**src/rtl/pcie_switch_pkg.sv**
```systemverilog
// rtl/pcie_switch_pkg.sv - shared constants and helpers for the class/route switch
// Purpose: default field layout, field-extract positions, arbitration mode
//          constants and small elaboration-time helpers.
// Ports:   none (package).
package pcie_switch_pkg;

  localparam int DEF_MAIN_SIZE  = 8;
  localparam int DEF_CLASS_BITS = 1;
  localparam int DEF_DEST_BITS  = 1;
  localparam int DEF_DATA_SIZE  = DEF_MAIN_SIZE + DEF_CLASS_BITS + DEF_DEST_BITS;

  // Default word layout is {class, dest, payload} with class in the MSBs.
  localparam int CLS_MSB = DEF_DATA_SIZE - 1;
  localparam int DST_LSB = DEF_MAIN_SIZE;

  localparam int ARB_STRICT = 0;
  localparam int ARB_RR     = 1;

  function automatic int num_of(input int bits);
    return 1 << bits;
  endfunction

  function automatic int clog2(input int value);
    int r;
    r = 0;
    for (int i = 0; i < 31; i++) begin
      if ((1 << i) < value) r = i + 1;
    end
    return r;
  endfunction

endpackage

```
**src/rtl/sync_fifo_flags.sv**
```systemverilog
// rtl/sync_fifo_flags.sv - synchronous FIFO with registered occupancy flags
// Purpose: single-clock FIFO; flags are registered from the next-state count.
// Ports:   clk, reset (sync, active-low), push/push_data, pop, head (current
//          read word), empty/full/almost_full/almost_empty flags, and
//          overflow/underflow pulses for a push to full / pop from empty.
module sync_fifo_flags
  import pcie_switch_pkg::*;
#(
  parameter int WIDTH  = 8,
  parameter int DEPTH  = 4,
  parameter int AF_LVL = 3,
  parameter int AE_LVL = 1
) (
  input  logic             clk,
  input  logic             reset,
  input  logic             push,
  input  logic [WIDTH-1:0] push_data,
  input  logic             pop,
  output logic [WIDTH-1:0] head,
  output logic             empty,
  output logic             full,
  output logic             almost_full,
  output logic             almost_empty,
  output logic             overflow,
  output logic             underflow
);

  localparam int PW = clog2(DEPTH);
  localparam int CW = PW + 1;

  logic [WIDTH-1:0] mem_q [DEPTH];
  logic [WIDTH-1:0] mem_d [DEPTH];
  logic [PW-1:0]    wr_ptr_q, wr_ptr_d, rd_ptr_q, rd_ptr_d;
  logic [CW-1:0]    count_q, count_d;
  logic             empty_q, empty_d, full_q, full_d;
  logic             af_q, af_d, ae_q, ae_d;
  logic             do_push, do_pop;

  always_comb begin
    // Registered full/empty gate the operations, so a same-edge pop never
    // makes room for a push into a FIFO that is full at that edge.
    do_push  = push && !full_q;
    do_pop   = pop && !empty_q;
    mem_d    = mem_q;
    wr_ptr_d = wr_ptr_q;
    rd_ptr_d = rd_ptr_q;
    count_d  = count_q;
    if (do_push) begin
      mem_d[wr_ptr_q] = push_data;
      wr_ptr_d        = wr_ptr_q + 1'b1;
    end
    if (do_pop) rd_ptr_d = rd_ptr_q + 1'b1;
    case ({do_push, do_pop})
      2'b10:   count_d = count_q + 1'b1;
      2'b01:   count_d = count_q - 1'b1;
      default: count_d = count_q;
    endcase
    empty_d = (count_d == '0);
    full_d  = (count_d == CW'(DEPTH));
    af_d    = (count_d >= CW'(AF_LVL));
    ae_d    = (count_d <= CW'(AE_LVL));
  end

  always_ff @(posedge clk) begin
    if (!reset) begin
      mem_q    <= '{default: '0};
      wr_ptr_q <= '0;
      rd_ptr_q <= '0;
      count_q  <= '0;
      empty_q  <= 1'b1;
      full_q   <= 1'b0;
      af_q     <= 1'b0;
      ae_q     <= 1'b1;
    end else begin
      mem_q    <= mem_d;
      wr_ptr_q <= wr_ptr_d;
      rd_ptr_q <= rd_ptr_d;
      count_q  <= count_d;
      empty_q  <= empty_d;
      full_q   <= full_d;
      af_q     <= af_d;
      ae_q     <= ae_d;
    end
  end

  assign head         = mem_q[rd_ptr_q];
  assign empty        = empty_q;
  assign full         = full_q;
  assign almost_full  = af_q;
  assign almost_empty = ae_q;
  assign overflow     = push && full_q;
  assign underflow    = pop && empty_q;

endmodule

```
**src/rtl/pcie_class_route_switch.sv**
```systemverilog
// rtl/pcie_class_route_switch.sv - class FIFOs, arbiter, crossbar and dest FIFOs
// Purpose: sorts input words into per-class FIFOs, moves at most one head per
//          cycle into the per-destination FIFO named by its dest field, and
//          lets software pop each destination into a registered output slice.
// Ports:   clk, reset (sync, active-low); in/in_valid push; pop[d] per dest;
//          out/out_valid registered pop results; class_pause, dest_* flags;
//          Error sticky until reset.
module pcie_class_route_switch
  import pcie_switch_pkg::*;
#(
  parameter int DATA_SIZE  = DEF_DATA_SIZE,
  parameter int MAIN_SIZE  = DEF_MAIN_SIZE,
  parameter int CLASS_BITS = DEF_CLASS_BITS,
  parameter int DEST_BITS  = DEF_DEST_BITS,
  parameter int FIFO_DEPTH = 4,
  parameter int AF_LVL     = 3,
  parameter int AE_LVL     = 1,
  parameter int ARB_MODE   = ARB_STRICT,
  localparam int NUM_CLASS = num_of(CLASS_BITS),
  localparam int NUM_DEST  = num_of(DEST_BITS)
) (
  input  logic                          clk,
  input  logic                          reset,
  input  logic [DATA_SIZE-1:0]          in,
  input  logic                          in_valid,
  input  logic [NUM_DEST-1:0]           pop,
  output logic [NUM_DEST*MAIN_SIZE-1:0] out,
  output logic [NUM_DEST-1:0]           out_valid,
  output logic [NUM_CLASS-1:0]          class_pause,
  output logic [NUM_DEST-1:0]           dest_almost_full,
  output logic [NUM_DEST-1:0]           dest_almost_empty,
  output logic [NUM_DEST-1:0]           dest_empty,
  output logic                          Error
);

  localparam int CLS_MSB_I = DATA_SIZE - 1;
  localparam int DST_LSB_I = MAIN_SIZE;

  logic [CLASS_BITS-1:0] in_cls;
  logic [DATA_SIZE-1:0]  cls_head [NUM_CLASS];
  logic [NUM_CLASS-1:0]  cls_push, cls_pop, cls_empty, cls_full, cls_af, cls_ae;
  logic [NUM_CLASS-1:0]  cls_ovf, cls_unf;
  logic [MAIN_SIZE-1:0]  dst_head [NUM_DEST];
  logic [NUM_DEST-1:0]   dst_push, dst_empty, dst_full, dst_af, dst_ae;
  logic [NUM_DEST-1:0]   dst_ovf, dst_unf;

  logic [NUM_CLASS-1:0]  elig;
  logic [CLASS_BITS-1:0] rr_ptr_q, rr_ptr_d, base, idx, win;
  logic                  move;
  logic [DEST_BITS-1:0]  win_dst;
  logic [MAIN_SIZE-1:0]  win_payload;

  logic [NUM_DEST*MAIN_SIZE-1:0] out_q, out_d;
  logic [NUM_DEST-1:0]           out_valid_q, out_valid_d;
  logic                          error_q, error_d;
  logic                          unused_flags;

  assign in_cls = in[CLS_MSB_I -: CLASS_BITS];

  for (genvar c = 0; c < NUM_CLASS; c++) begin : g_cls
    assign cls_push[c] = in_valid && (in_cls == CLASS_BITS'(c));
    sync_fifo_flags #(
      .WIDTH(DATA_SIZE), .DEPTH(FIFO_DEPTH), .AF_LVL(AF_LVL), .AE_LVL(AE_LVL)
    ) u_fifo (
      .clk(clk), .reset(reset), .push(cls_push[c]), .push_data(in),
      .pop(cls_pop[c]), .head(cls_head[c]), .empty(cls_empty[c]),
      .full(cls_full[c]), .almost_full(cls_af[c]), .almost_empty(cls_ae[c]),
      .overflow(cls_ovf[c]), .underflow(cls_unf[c])
    );
  end

  for (genvar d = 0; d < NUM_DEST; d++) begin : g_dst
    sync_fifo_flags #(
      .WIDTH(MAIN_SIZE), .DEPTH(FIFO_DEPTH), .AF_LVL(AF_LVL), .AE_LVL(AE_LVL)
    ) u_fifo (
      .clk(clk), .reset(reset), .push(dst_push[d]), .push_data(win_payload),
      .pop(pop[d]), .head(dst_head[d]), .empty(dst_empty[d]),
      .full(dst_full[d]), .almost_full(dst_af[d]), .almost_empty(dst_ae[d]),
      .overflow(dst_ovf[d]), .underflow(dst_unf[d])
    );
  end

  // Arbiter: scan classes starting at base; strict mode always starts at 0.
  // Eligibility is per class, so a head blocked on a full dest never stalls
  // the others.
  always_comb begin
    for (int c = 0; c < NUM_CLASS; c++) begin
      elig[c] = !cls_empty[c] && !dst_full[cls_head[c][DST_LSB_I +: DEST_BITS]];
    end
    base = (ARB_MODE == ARB_RR) ? rr_ptr_q : '0;
    move = 1'b0;
    win  = '0;
    idx  = '0;
    for (int i = 0; i < NUM_CLASS; i++) begin
      idx = base + CLASS_BITS'(i);
      if (!move && elig[idx]) begin
        move = 1'b1;
        win  = idx;
      end
    end
    win_dst     = cls_head[win][DST_LSB_I +: DEST_BITS];
    win_payload = cls_head[win][MAIN_SIZE-1:0];
    rr_ptr_d    = rr_ptr_q;
    if (move && (ARB_MODE == ARB_RR)) rr_ptr_d = win + 1'b1;
    cls_pop  = '0;
    dst_push = '0;
    if (move) begin
      cls_pop[win]      = 1'b1;
      dst_push[win_dst] = 1'b1;
    end
  end

  always_comb begin
    out_d       = out_q;
    out_valid_d = '0;
    for (int d = 0; d < NUM_DEST; d++) begin
      if (pop[d] && !dst_empty[d]) begin
        out_d[d*MAIN_SIZE +: MAIN_SIZE] = dst_head[d];
        out_valid_d[d]                  = 1'b1;
      end
    end
    // Dest overflow and class underflow cannot occur through the arbiter;
    // folding them in keeps Error honest if that ever changes.
    error_d = error_q | (|cls_ovf) | (|dst_unf) | (|dst_ovf) | (|cls_unf);
  end

  always_ff @(posedge clk) begin
    if (!reset) begin
      rr_ptr_q    <= '0;
      out_q       <= '0;
      out_valid_q <= '0;
      error_q     <= 1'b0;
    end else begin
      rr_ptr_q    <= rr_ptr_d;
      out_q       <= out_d;
      out_valid_q <= out_valid_d;
      error_q     <= error_d;
    end
  end

  assign unused_flags      = ^{cls_full, cls_ae};
  assign out               = out_q;
  assign out_valid         = out_valid_q;
  assign class_pause       = cls_af;
  assign dest_almost_full  = dst_af;
  assign dest_almost_empty = dst_ae;
  assign dest_empty        = dst_empty;
  assign Error             = error_q;

endmodule

```
**config.mk**
```make
export PLATFORM = sky130hd
export DESIGN_NAME = pcie_class_route_switch
export DESIGN_NICKNAME = d
export VERILOG_FILES = /design/src/rtl/pcie_switch_pkg.sv /design/src/rtl/sync_fifo_flags.sv /design/src/rtl/pcie_class_route_switch.sv
export SDC_FILE = /design/constraint.sdc
export NUM_CORES = 1
export LEC_CHECK = 0
export CELL_PAD_IN_SITES_DETAIL_PLACEMENT = 0
export CELL_PAD_IN_SITES_GLOBAL_PLACEMENT = 1
export CORE_MARGIN = 10
export CORE_UTILIZATION = 46
export CTS_BUF_LIST = sky130_fd_sc_hd__clkbuf_8
export CTS_CLUSTER_DIAMETER = 80
export DETAILED_ROUTE_END_ITERATION = 8
export PLACE_DENSITY = 0.76
export SLEW_MARGIN = 10
export SYNTH_ARGS = -nofsm -noshare
export SYNTH_HDL_FRONTEND = slang
export SYNTH_SLANG_ARGS = --single-unit
```
**constraint.sdc**
```tcl
create_clock -name clk -period 4.1 [get_ports clk]
set_clock_uncertainty 0.15 [all_clocks]
set_input_delay 0.82 -clock clk [delete_from_list [all_inputs] [get_ports clk]]
set_output_delay 0.82 -clock clk [all_outputs]
set_load 0.03 [all_outputs]
```
After elaboration in Yosys (flattened, before gate mapping). Cells that the tools add are included.

Register bits after elaboration: 205. Input port bits: 15.

$add $sub $neg: 16. Order comparisons: 25. Equality and inequality tests: 12. Multiplexer cells: 46. Bitwise logic cells: 14. Reduce and logical (&&, ||, !) cells: 46.

Operators with widths (number): bitwise mux 40 bit (2); bitwise mux 32 bit (2); 2-to-1 mux 9 bit (7); 2-to-1 mux 8 bit (6); binary-select mux 10 bit (select 2 bit) (2); demux 10 bit (select 2 bit) (2); binary-select mux 8 bit (select 2 bit) (2); demux 8 bit (select 2 bit) (2); logical AND 1 bit (27); >= comparator 3 bit (second input constant) (8); inverter 2 -> 3 bit (8); one-hot mux 3 bit (2 select lines) (4); 2-to-1 mux 10 bit (2); adder 2 x 1 -> 2 bit (second input constant) (8); adder 3 x 1 -> 3 bit (second input constant) (4); == test 3 bit (second input constant) (4); >= comparator 3 x 2 -> 1 bit (second input constant) (4); logical NOT 3 bit (4); less-than comparator 3 x 1 -> 1 bit (second input constant) (4); subtractor 3 x 1 -> 3 bit (second input constant) (4); logical NOT 1 bit (11); 2-to-1 mux 1 bit (11); == test 2 x 1 -> 1 bit (second input constant) (4); == test 2 bit (second input constant) (4); 10 further kinds (23).

Depth between registers and ports, before layout.
Word-level depth: 25. Mapped depth: 14.

Cells and area by module. From an unflattened synthesis, not the netlist that was laid out.

Cell total of the unflattened synthesis: 1006. Area total of the unflattened synthesis: 9515.4 sq um.

Modules (own cells, without submodules): sync_fifo_flags (g_cls[0].u_fifo ...) (times used 2, cells each 243, area an instance 2337.2 sq um, sequential area each 1021.0 sq um); sync_fifo_flags (g_dst[0].u_fifo ...) (times used 2, cells each 207, area an instance 1988.2 sq um, sequential area each 860.8 sq um); pcie_class_route_switch (times used 1, cells each 106, area an instance 864.6 sq um, sequential area each 380.4 sq um).

Worst setup path before layout. OpenSTA, ideal clock, no wires.

Path type: register to register. Start: register g_cls[1].u_fifo.rd_ptr_q[0]. End: register g_cls[1].u_fifo.empty_q. Setup time: 0.070 ns. Data arrival time: 2.864 ns. Data required time: 3.880 ns. Slack: 1.016 ns. Cell stages (with the launch flop): 12. Period minus slack after synthesis: 3.084 ns. Cell sequence: dfxtp_1 buf_2 mux4_2 or3_1 o22ai_2 buf_4 buf_2 ha_1 fa_1 nor3b_1 nor2_1 a21oi_1.

Cells in the longest elaborated chain, start to end: 19. Elaborated cells between the ends (all ways): 22. Those cells by class: order compare: 2; eq/ne: 2; mux: 11; bitwise: 1; reduce/logical: 6.

Ends and longest elaborated chain: start, declared (RTL line sync_fifo_flags.sv:33) `logic [PW-1:0] wr_ptr_q, wr_ptr_d, rd_ptr_q, rd_ptr_d;`; start signal, assigned (RTL line sync_fifo_flags.sv:77) `rd_ptr_q <= rd_ptr_d;`; inverter 2 -> 3 bit (implied by the code) * (RTL line sync_fifo_flags.sv:86) `assign head = mem_q[rd_ptr_q];`; binary-select mux 10 bit (select 2 bit) * (RTL line sync_fifo_flags.sv:86); 2-to-1 mux 9 bit (implied by the code) * (2 in a row) (RTL line sync_fifo_flags.sv:86); 2-to-1 mux 1 bit (implied by the code) * (2 in a row) (RTL line pcie_class_route_switch.sv:88) `elig[c] = !cls_empty[c] && !dst_full[cls_head[c][DST_LSB_I +: DEST_BITS]];`; logical NOT 1 bit * (RTL line pcie_class_route_switch.sv:88); logical AND 1 bit * (RTL line pcie_class_route_switch.sv:88); logical AND 1 bit * (RTL line pcie_class_route_switch.sv:96) `if (!move && elig[idx]) begin`; 2-to-1 mux 1 bit (RTL line pcie_class_route_switch.sv:96); (+2 left out); 2-to-1 mux 1 bit (implied by the code) (RTL line pcie_class_route_switch.sv:108) `cls_pop[win] = 1'b1;`; demux 1 bit (select 1 bit) (RTL line pcie_class_route_switch.sv:108); 2-to-1 mux 2 bit * (RTL line pcie_class_route_switch.sv:107) `if (move) begin`; logical AND 1 bit * (RTL line sync_fifo_flags.sv:43) `do_pop = pop && !empty_q;`; via g_cls[1].u_fifo.do_pop (RTL line sync_fifo_flags.sv:37) `logic do_push, do_pop;`; == test 2 x 1 -> 1 bit or == test 2 bit (tied branches) (RTL line sync_fifo_flags.sv:53) `case ({do_push, do_pop})`; one-hot mux 3 bit (2 select lines) * (RTL line sync_fifo_flags.sv:53); logical NOT 3 bit * (RTL line sync_fifo_flags.sv:58) `empty_d = (count_d == '0);`; end signal, assigned (RTL line sync_fifo_flags.sv:79) `empty_q <= empty_d;`; end, declared (RTL line sync_fifo_flags.sv:35) `logic empty_q, empty_d, full_q, full_d;`.

Mark *: on every way through the listed nets, which the timed path passes. The rest lies on a longest branch. The select of a mux whose other input is x is not followed. A chain may end at the register's enable or synchronous reset.

Worst setup path in the final report.
Start: register g_cls[0].u_fifo.rd_ptr_q[1]. End: register g_dst[0].u_fifo.empty_q.

Cells in the longest elaborated chain, start to end: 25. Elaborated cells between the ends (all ways): 28. Those cells by class: order compare: 2; eq/ne: 2; mux: 15; bitwise: 2; reduce/logical: 7.

Ends and longest elaborated chain: start, declared (RTL line sync_fifo_flags.sv:33); start signal, assigned (RTL line sync_fifo_flags.sv:77); inverter 2 -> 3 bit (implied by the code) * (RTL line sync_fifo_flags.sv:86); binary-select mux 10 bit (select 2 bit) * (RTL line sync_fifo_flags.sv:86); 2-to-1 mux 9 bit (implied by the code) * (2 in a row) (RTL line sync_fifo_flags.sv:86); 2-to-1 mux 1 bit (implied by the code) (2 in a row) (RTL line pcie_class_route_switch.sv:88); logical NOT 1 bit (RTL line pcie_class_route_switch.sv:88); logical AND 1 bit (RTL line pcie_class_route_switch.sv:88); 2-to-1 mux 1 bit (RTL line pcie_class_route_switch.sv:96); logical NOT 1 bit (RTL line pcie_class_route_switch.sv:96); (+7 left out); logical AND 1 bit (implied by the code) (RTL line pcie_class_route_switch.sv:109) `dst_push[win_dst] = 1'b1;`; 2-to-1 mux 1 bit (implied by the code) (RTL line pcie_class_route_switch.sv:109); demux 1 bit (select 1 bit) (RTL line pcie_class_route_switch.sv:109); 2-to-1 mux 2 bit * (RTL line pcie_class_route_switch.sv:107); logical AND 1 bit * (RTL line sync_fifo_flags.sv:42) `do_push = push && !full_q;`; == test 2 x 1 -> 1 bit or == test 2 bit (tied branches) (RTL line sync_fifo_flags.sv:53); one-hot mux 3 bit (2 select lines) * (RTL line sync_fifo_flags.sv:53); logical NOT 3 bit * (RTL line sync_fifo_flags.sv:58); end signal, assigned (RTL line sync_fifo_flags.sv:79); end, declared (RTL line sync_fifo_flags.sv:35).

Mark *: on every way between the ends. The rest lies on a longest branch, timed or not. The select of a mux whose other input is x is not followed.

==> results_dict.tcl <==
set metrics [dict create \
    layout_commonest_cell "nand2_1" \
    clockBufferDepth 2 \
    cp-end-kind "flop" \
    cts_root_buffer "clkbuf_8" \
    synth_edf_count 0 \
    drv_slew 0 \
    numCtsBuffers 17 \
    fin_crit_ns 3.35 \
    ys.flop_type "dfxtp_1" \
    mostFrequentLayoutCells "208 x nand2_1, 197 x dfxtp_1, 96 x a21oi_1, 67 x o21ai_0, 66 x nor3_1" \
    synth_xor_area_frac 0.0207 \
    tightest_slew_ns 0.972 \
    grt_setup_unrepaired "false" \
    maxSlewHeadroom 0.349 \
    ios 42 \
    gr-total-overflow 0 \
    min_period_over_period 0.818 \
    arrival_ns 3.61 \
    cp.required_ns 4.36 \
    wire_per_inst_um 17.6 \
    pre_cts_ws_ns 0.517 \
    gr-usage-all-layers 0.174 \
    ys_async_sr_fraction 0 \
    ctsHoldBuffers 0 \
    synth_top_family_by_area "simple AND/OR/NAND/NOR gates" \
    timing.setup.tns_ns 0 \
    final_util 0.520 \
    gp_congestion 0.787 \
    rows 50 \
    num_vias 6969 \
    reg2reg_depth 12 \
    finalSetupViolCount 0 \
    final_cell_area_um2 9790 \
    synth-adder-area-share 0.0372 \
    maxCapViolCount 0 \
    peakVddDrop_uv 323 \
    drt-pass1-iter-count 5 \
    nets 1033 \
    synthMuxAreaShare 0.0954 \
    insertion_delay_ns 0.49 \
    syn_inst 1004 \
    start_kind "flop" \
    dp_hpwl_um 14500 \
    cts_setup_buffers 0 \
    clock.fmax_ghz 0.298 \
    drive_gt1_frac 0.0894 \
    min-delay-start "out[4]" \
    yosysSeqAreaShare 0.444 \
    dieArea_um2 25300 \
    synthSimpleGateAreaFrac 0.179 \
    hold_viol 0 \
    h-tree-depth 4 \
    totalWireLength_um 22300 \
    r2r_end "g_dst[0].u_fifo.empty" \
    ys_types 38 \
    cts_tree "yes" \
    grt_pass1_vias 6607 \
    postRouteAntennaNets 0 \
    leakagePower_nw 3.39 \
    ys_ff_latch 197 \
    fin_ws_ns 0.747 \
    io_buffers 41 \
    min_delay_path_depth 2 \
    timing.rr.start "g_cls[0].u_fifo.rd_ptr_q[1]" \
    p_per_area_nw_per_um2 561 \
    cts_resized 0 \
    r2r_slack_ns 0.75 \
    yosysWarnings 0 \
    synth.net_count 1043 \
    grt_max_degree 131 \
    avgViaCountPerCell 5.50 \
    fillerInstances 1792 \
    die_x_um 159 \
    grt_pass1_wl_um 36300 \
    drt_iter0_markers 537 \
    fp.coreArea_um2 18800 \
    die_h_um 159 \
    cts_sinks 197 \
    antenna_found_initial 0 \
    synth_compound_area_frac 0.170 \
    area.growth.synth_to_final_pct 10.2 \
    initial_utilization 0.472 \
    path_max_fanout 12 \
    post_dp_cell_area_um2 9360 \
    clk_pin_slew_ns 0.11 \
    critical_path_class "reg -> reg" \
    worstHoldPathType "reg -> reg" \
    status "completed" \
    drc 0 \
    whs_ns 0.306 \
    synth_area_um2 8880 \
    antennaDiodeCount 0 \
    holdPathEnd "out[4]" \
    syn_avg_cell_area_um2 8.85 \
]
[synth_stat cells (2+ instances only)]
cell type,instances,area (µm²)
nand2_1,208,781
dfxtp_1,197,3940
a21oi_1,96,480
o21ai_0,67,335
nor3_1,66,330
a311oi_1,64,561
clkbuf_1,43,161
nor2_1,38,143
mux4_2,26,586
inv_1,21,78.8
ha_1,20,250
buf_2,17,85.1
mux2i_1,16,160
xnor2_1,15,131
and2_1,12,75.1
buf_4,12,90.1
nor3b_1,11,82.6
clkbuf_2,9,45.0
mux2_2,9,101
nand3b_1,8,60.1
o21ai_1,8,40.0
nand2b_1,7,43.8
xor2_1,6,52.6
buf_1,5,18.8
fa_1,4,80.1
nor3b_2,4,50.1
a221oi_1,2,17.5
nand3_1,2,10.0
o22a_1,2,17.5
[sequential cells by signal (all words and copies together) (netlist names), 4 cells and up]
signal	flops
g_dst.u_fifo.mem_q	64
g_dst.u_fifo.count_q	6
g_cls.u_fifo.mem_q	72
g_dst.u_fifo.wr_ptr_q	4
g_cls.u_fifo.count_q	6
out	16
g_cls.u_fifo.wr_ptr_q	4
g_cls.u_fifo.rd_ptr_q	4
g_dst.u_fifo.rd_ptr_q	4
[critical path: stages, from the launching register on]
cell	delay, ns
dfxtp_1	0.66
mux4_2	0.46
o22a_1	0.33
nor2_1	0.23
inv_1	0.07
ha_1	0.22
fa_1	0.38
xnor2_1	0.17
nor2_1	0.07
xor2_1	0.14
nand2_1	0.10
inv_1	0.08
nor3_1	0.22
[layout make-up]
class / instances / area (µm²) / area share
sequential: 197 / 3940 / 0.403
clock inverter: 15 / 203 / 0.0207
tap: 260 / 325 / 0.0332
multi-input combinational: 700 / 4470 / 0.456
clock buffer: 17 / 234 / 0.0239
inverter: 21 / 80.1 / 0.00818
timing repair buffer: 57 / 538 / 0.0549
[per-stage QoR]
stage	total power [mW]	cells
after global routing	5.82	1267
final	5.49	1267
after detailed placement	4.14	1235
after CTS	5.52	1267
after floorplan	3.71	1004
after global placement	4.12	1235
[power by group]
group	internal, mW	switching, mW
sequential	2.14	0.190
combinational	0.661	1.10
clock	0.670	0.727
total	3.47	2.02
[worst max path at each step]
| stage | startpoint | to | cells after the start |
|---|---|---|---|
| floorplan | g_cls[1].u_fifo.rd_ptr_q[0] | g_cls[1].u_fifo.empty | 11 |
| global placement | pop[0] | g_dst[0].u_fifo.empty | 11 |
| detailed placement | pop[0] | g_dst[0].u_fifo.empty | 11 |
| CTS | g_cls[0].u_fifo.rd_ptr_q[1] | g_dst[0].u_fifo.empty | 12 |
| global route | g_cls[0].u_fifo.rd_ptr_q[1] | g_dst[0].u_fifo.empty | 12 |
| finish | g_cls[0].u_fifo.rd_ptr_q[1] | g_dst[0].u_fifo.empty | 12 |
[routing by layer]
metal	up-vias	routed length, µm	global-route usage	part of all wire
met5	-	0	0	0
met4	0	284	0.0468	0.013
met3	21	927	0.0354	0.042
met2	142	10100	0.269	0.45
met1	3279	11000	0.241	0.49
li1	3527	-	-	-
[cells by family after synthesis]
kind of cell,count (synthesis)
adders and majority gates,24
buffers and inverters,107
xor gates and xnor gates,21
muxes,51
DFF,197
AOI/OAI and AO/OA,246
and+or+nand+nor,358
Note: power is estimated with default switching activity, not from simulation.
